$ cat src/rtl/path_delay_monitor.sv
// ============================================================================
//  path_delay_monitor
//  Launch/capture controller that measures whether a spy path settles in time.
//  Rev 1.0 - initial release
// ============================================================================
`default_nettype none

module path_delay_monitor #(
  parameter int NUM_TRIALS = 16,
  parameter int CNT_W      = 8,
  parameter bit INVERT     = 1'b1
) (
  input  logic             clk,
  input  logic             rst_n,
  input  logic             start,
  input  logic [7:0]       settle,
  output logic             launch_out,
  input  logic             path_in,
  output logic             busy,
  output logic             done,
  output logic [CNT_W-1:0] err_cnt,
  output logic [CNT_W-1:0] rise_err,
  output logic [CNT_W-1:0] fall_err,
  output logic [7:0]       first_err
);

  localparam int TW = (NUM_TRIALS > 2) ? $clog2(NUM_TRIALS) : 1;

  localparam logic [2:0] c_idle    = 3'd0;
  localparam logic [2:0] c_launch  = 3'd1;
  localparam logic [2:0] c_wait    = 3'd2;
  localparam logic [2:0] c_capture = 3'd3;
  localparam logic [2:0] c_done    = 3'd4;

  localparam logic [CNT_W-1:0] c_cnt_max  = {CNT_W{1'b1}};
  localparam logic [CNT_W-1:0] c_cnt_one  = CNT_W'(1);
  localparam logic [TW-1:0]    c_last     = TW'(NUM_TRIALS - 1);
  localparam logic [TW-1:0]    c_trial_one = TW'(1);
  localparam logic [7:0]       c_no_err   = 8'hFF;

  logic [2:0]       state_q, state_d;
  logic             launch_q, launch_d;
  logic [7:0]       settle_q, settle_d;
  logic [8:0]       wait_q, wait_d;
  logic [TW-1:0]    trial_q, trial_d;
  logic [CNT_W-1:0] err_q, err_d;
  logic [CNT_W-1:0] rise_q, rise_d;
  logic [CNT_W-1:0] fall_q, fall_d;
  logic [7:0]       first_q, first_d;
  logic             sync1_q, sync2_q;

  logic             w_mismatch;

  assign w_mismatch = (sync2_q != (launch_q ^ INVERT));

  always_comb begin
    state_d  = state_q;
    launch_d = launch_q;
    settle_d = settle_q;
    wait_d   = wait_q;
    trial_d  = trial_q;
    err_d    = err_q;
    rise_d   = rise_q;
    fall_d   = fall_q;
    first_d  = first_q;
    case (state_q)
      c_idle: begin
        if (start) begin
          settle_d = (settle == 8'd0) ? 8'd1 : settle;
          trial_d  = '0;
          err_d    = '0;
          rise_d   = '0;
          fall_d   = '0;
          first_d  = c_no_err;
          state_d  = c_launch;
        end
      end
      c_launch: begin
        launch_d = ~launch_q;
        // Two extra cycles absorb the input synchronizer latency.
        wait_d   = {1'b0, settle_q} + 9'd2;
        state_d  = c_wait;
      end
      c_wait: begin
        wait_d = wait_q - 9'd1;
        if (wait_q == 9'd1) begin
          state_d = c_capture;
        end
      end
      c_capture: begin
        if (w_mismatch) begin
          if (err_q != c_cnt_max) err_d = err_q + c_cnt_one;
          if (launch_q) begin
            if (rise_q != c_cnt_max) rise_d = rise_q + c_cnt_one;
          end else begin
            if (fall_q != c_cnt_max) fall_d = fall_q + c_cnt_one;
          end
          if (first_q == c_no_err) first_d = 8'(trial_q);
        end
        trial_d = trial_q + c_trial_one;
        state_d = (trial_q == c_last) ? c_done : c_launch;
      end
      c_done: begin
        state_d = c_idle;
      end
      default: begin
        state_d = c_idle;
      end
    endcase
  end

  always_ff @(posedge clk or negedge rst_n) begin
    if (!rst_n) begin
      state_q  <= c_idle;
      launch_q <= 1'b0;
      settle_q <= 8'd1;
      wait_q   <= '0;
      trial_q  <= '0;
      err_q    <= '0;
      rise_q   <= '0;
      fall_q   <= '0;
      first_q  <= c_no_err;
      sync1_q  <= 1'b0;
      sync2_q  <= 1'b0;
    end else begin
      state_q  <= state_d;
      launch_q <= launch_d;
      settle_q <= settle_d;
      wait_q   <= wait_d;
      trial_q  <= trial_d;
      err_q    <= err_d;
      rise_q   <= rise_d;
      fall_q   <= fall_d;
      first_q  <= first_d;
      sync1_q  <= path_in;
      sync2_q  <= sync1_q;
    end
  end

  assign launch_out = launch_q;
  assign busy       = (state_q != c_idle);
  assign done       = (state_q == c_done);
  assign err_cnt    = err_q;
  assign rise_err   = rise_q;
  assign fall_err   = fall_q;
  assign first_err  = first_q;

endmodule

`default_nettype wire
$ cat config.mk
export PLATFORM = sky130hd
export DESIGN_NAME = path_delay_monitor
export DESIGN_NICKNAME = d
export VERILOG_FILES = /design/src/rtl/path_delay_monitor.sv
export SDC_FILE = /design/constraint.sdc
export NUM_CORES = 1
export LEC_CHECK = 0
export BUFFER_PORTS_ARGS = -buffer_cell sky130_fd_sc_hd__buf_2
export CORE_UTILIZATION = 30
export CTS_BUF_LIST = sky130_fd_sc_hd__clkbuf_8
export CTS_CLUSTER_SIZE = 16
export DETAILED_ROUTE_END_ITERATION = 6
export GPL_TIMING_DRIVEN = 0
export PLACE_DENSITY = 0.45
export SLEW_MARGIN = 20
export SYNTH_ARGS = -nofsm -noshare
export SYNTH_HDL_FRONTEND = slang
export SYNTH_SLANG_ARGS = --single-unit
$ cat constraint.sdc
create_clock -name clk -period 5.1 [get_ports clk]
set_clock_uncertainty 0.2 [all_clocks]
set_input_delay 0.255 -clock clk [delete_from_list [all_inputs] [get_ports clk]]
set_output_delay 0.255 -clock clk [all_outputs]
set_load 0.05 [all_outputs]
* Word level (Yosys, flattened, before mapping)
Cells that the tools add are included.
Word-level totals: register bits after elaboration 59, input port bits 12, output and inout port bits 35, word-level logic and storage cells 74
Operators by class: add/sub/neg operators 6, equality and inequality tests 20, mux-type cells 24, bitwise gates (word level) 1, reduce and logical (&&, ||, !) cells 12
Operators by type and width (count):
- 8-bit 2-to-1 mux | 13
- 8-bit case mux with 2 select lines | 4
- 8-bit by 1-bit adder with 8-bit output (second input constant) | 3
- 8-bit != test (second input constant) | 3
- 2-bit != test (second input constant) | 9
- 9-bit case mux with 2 select lines | 1
- 3-bit case mux with 4 select lines | 1
- 5-bit AND reduction | 2
- 8-bit by 2-bit adder with 9-bit output (second input constant) | 1
- 9-bit by 1-bit equality test with 1-bit output (second input constant) | 1
- 3-bit 2-to-1 mux | 3
- 9-bit by 1-bit subtractor with 9-bit output (second input constant) | 1
- 8-bit equality test (second input constant) | 1
- 8-bit zero test | 1
- 4-bit case mux with 2 select lines | 1
- 4-bit AND reduction | 2
- 3-bit by 2-bit equality test with 1-bit output (second input constant) | 2
- 2-bit AND reduction | 3
- 4-bit by 1-bit adder with 4-bit output (second input constant) | 1
- 4-bit equality test (second input constant) | 1
- 4-bit 2-to-1 mux | 1
- 2-bit nonzero test | 2
- 3-bit by 1-bit equality test with 1-bit output (second input constant) | 1
- 3-bit equality test (second input constant) | 1
- other kinds (4) | 4

* Logic depth before layout (Yosys ltp)
word-level depth 5, depth in mapped cells 7, mapped depth without buffers 6

* Worst setup path after synthesis
Ideal clock, no wire load.
path kind reg2reg, start point reg fall_q[0] (netlist: fall_err[0]), end point reg fall_q[6] (netlist: fall_err[6]), library setup time 0.083 ns, arrival time 1.937 ns, data required time 4.817 ns, path slack 2.881 ns, cell stages (with the launch flop) 7, path buffers 1, clock period less this slack 2.219 ns, path through dfrtp_1 ha_1 and3_1 clkbuf_1 a2111oi_4 a41oi_1 a31oi_1
On the way: word-level cells in the longest chain between the ends 5, elaborated cells between the ends (all ways) 8, those cells by class add/sub (1); eq/ne (2); mux (4); reduce/logical (1)
RTL lines:
- start: declaration | RTL line 48 | logic [CNT_W-1:0] fall_q, fall_d;
- start signal: assignment | RTL line 133 | fall_q <= fall_d;
- 8-bit by 1-bit adder with 8-bit output | RTL line 96 | if (fall_q != c_cnt_max) fall_d = fall_q + c_cnt_one;
- 8-bit 2-to-1 mux | RTL line 96
- 8-bit 2-to-1 mux | RTL line 93 | if (launch_q) begin
- 8-bit 2-to-1 mux | RTL line 91 | if (w_mismatch) begin
- 8-bit case mux with 2 select lines | RTL line 66 | case (state_q)
Parallel ways exist; a longest one is shown, timed or not. The select of a mux whose other input is x is not followed. A chain may end at the register's enable or synchronous reset.

* Final worst setup path
start point reg fall_q[0] (netlist: fall_err[0]), end point reg fall_q[7] (netlist: fall_err[7])
Same word-level chain as after synthesis.

==> results.cfg <==
[outcome]
status = finished clean

[global_route]
use_met3 = 0.02873
grt-busiest-layer = met2
antenna_found_initial = 0
grt_pass1_wl_mm = 12.14
grt_usage = 0.1504
overflow = 0
grt_pass1_vias = 2368
use_met2 = 0.2303
grt_start_max_net_pins = 57
grtUsageMet1 = 0.2194

[synth]
yosysWarnings = 0
syn-instance-count = 311
synth_seq_cells = 56
syn_area_mm2 = 0.003018
syn-num-nets = 330
synth-seq-area-share = 0.4668
ys.flop_type = dfrtp_1
async_flop_share = 1.000
synth_edf_count = 0
synth_area_leaders = dfrtp_1, dfstp_2, nand2_1
synth.avg_cell_area_um2 = 9.704
netlist.area_leader.share = 0.4146
yosys.area.top_type = dfrtp_1
ys_types = 63
synth.top_cells.by_count = dfrtp_1, nand2_1, o21ai_0, a21oi_1, nor2_1
synth_most_common_cell = dfrtp_1

[setup_path]
cp.required_ns = 5.14
reg2reg_from = fall_err[0]$_DFFE_PN0P_
critPathMaxFanout = 7
end_kind = flop
r2r_end = fall_err[7]$_DFFE_PN0P_
critPathArrivalTime_ns = 2.21
crit_type = flop to flop
critical_path.startpoint_type = flop
rrSetupSlack_ns = 2.93
reg2regPathDepth = 6

[floorplan]
initial_utilization = 0.3088
die_area_mm2 = 0.01046
rows = 36
chipHeight_um = 102.3
pin_count = 47
die_w_um = 102.3
fp.coreArea_mm2 = 0.009774

[clock_network]
cts_tree = built
clk_path_buf_depth = 2
htreeDepth = 2
cts_root_buf = clkbuf_8
cts_inserted_buffers = 5
clk_latency_ns = 0.31
path_clk_slew_ns = 0.10
cts_setup_buffers = 0
cts_sinks = 56

[routing]
firstDrtPassIters = 5
wl_per_cell_um = 14.61
wl_mm = 7.423
via_count = 2544
detail_route.iter0.violations = 97
via_per_inst = 5.008
drc = 0
drtAntennaViolNets = 0

[layout]
fillCellCount = 1054
final_cell_count_no_fill = 508
drive_above_1_share = 0.2213
antennaDiodeCount = 0
areaGrowthSynthToFinish_pct = 19.53
fin_nets = 393
fin_util = 0.3690
stdcell_area_mm2 = 0.003607

[placement]
postPlaceCellArea_mm2 = 0.003417
place_hpwl_mm = 5.124
dp.cells = 490
port_buffers = 46
gp_congestion = 0.7942

[timing]
max_slew_margin = 0.4414
finalCriticalPeriod_ns = 2.171
worst_slew_pin_slew_ns = 0.8361
hold_violations = 0
finalSetupViolCount = 0
period_share = 0.4257
tns_ns = 0
max_freq_mhz = 460.6
rsz0062_at_grt = no
maxSlewViolCount = 0

[min_path]
hold_path_end = settle_q[0]$_DFFE_PN1P_
hold_depth = 3
hold_start = settle[0]
hp-class = input port to flop

[power]
leakage_nw = 1.675
ir_worst_vdd_mv = 0.3014
pwr_density_cell_mw_per_mm2 = 596.8

[flow_run]
cap_violations = 0
final cells by class:
cell class                      count  area, µm²  area share
Clock buffer                        6      82.58     0.02289
Tap cell                          133      166.4     0.04613
Buffer                             17      102.6     0.02844
Timing Repair Buffer               56      332.8     0.09226
Inverter                           11      41.29     0.01145
Multi-Input combinational cell    227       1465      0.4062
Sequential cell                    56       1409      0.3906
Clock inverter                      2      7.507    0.002081
sequential cells by signal (all words and copies together) (netlist names):
signal,cells
sync2_q,1
settle_q,8
sync1_q,1
fall_err,8
trial_q,4
launch_out,1
err_cnt,8
first_err,5
state_q,3
wait_q,9
rise_err,8
cells by family (layout without fill, tap and decap cells):
kind of cell / Yosys count / count (layout) / share of synthesized area
buffers and inverters: 28 / 92 / 0.04768
multiplexers: 5 / 5 / 0.01658
AND/OR/NAND/NOR: 117 / 117 / 0.2094
adder cells (fa/ha/maj): 7 / 7 / 0.02902
XOR/XNOR: 8 / 8 / 0.02321
AO/OA/AOI/OAI: 90 / 90 / 0.2073
flip-flops: 56 / 56 / 0.4668
cells in the final DEF, fill, tap and decap left out, types with 7 or more instances in the layout:
cell            n
o21ai_0        21
ha_1            7
and3_1         12
buf_2          48
dlygate4sd3_1  10
a21oi_1        20
dfrtp_1        50
inv_1          13
o31ai_1         7
nand2_1        42
nor2_1         17
a31oi_1         8
nand3_1        14
what timing repair did:
item	CTS	global route
resized for setup	0	0
setup endpoints to repair	0	0
hold buffers	10	0
hold endpoints to repair	59	0
worst max-delay path by stage:
stage | start | endpoint | slack, ns | cells after the start
after global routing | fall_err[0]$_DFFE_PN0P_ | fall_err[7]$_DFFE_PN0P_ | 2.75 | 6
after floorplan | fall_err[0]$_DFFE_PN0P_ | fall_err[6]$_DFFE_PN0P_ | 2.88 | 6
after global placement | fall_err[0]$_DFFE_PN0P_ | fall_err[7]$_DFFE_PN0P_ | 2.95 | 6
final | fall_err[0]$_DFFE_PN0P_ | fall_err[7]$_DFFE_PN0P_ | 2.93 | 6
after detailed placement | fall_err[0]$_DFFE_PN0P_ | fall_err[7]$_DFFE_PN0P_ | 2.93 | 6
after CTS | fall_err[0]$_DFFE_PN0P_ | fall_err[6]$_DFFE_PN0P_ | 2.92 | 6
through the flow:
stage	setup WS, ns	total power, mW	hold WS [ns]
after floorplan	2.881	1.626	-0.2406
final	2.929	2.153	0.04208
after detailed placement	2.928	1.909	0.1347
after global routing	2.746	2.315	0.04549
after global placement	2.951	1.901	0.1363
after CTS	2.915	2.176	0.03231
per-layer routing:
metal / vias to the layer above / wire (µm)
li1: 1269 / -
met2: 36 / 3255
met1: 1233 / 3889
met4: 0 / 76
met5: - / 0
met3: 6 / 201
power breakdown:
part | switching, mW | internal, mW | total [mW]
Sequential | 0.174 | 0.614 | 0.788
Clock | 0.150 | 0.108 | 0.257
Combinational | 0.753 | 0.355 | 1.11
worst max-delay path: stages, from the launching register on:
cell       delay [ns]
dfrtp_1          0.41
ha_1             0.23
and3_1           0.18
clkbuf_1         0.19
a2111oi_4        0.55
a41oi_1          0.17
a31oi_1          0.16
(Power assumes the default switching activity.)
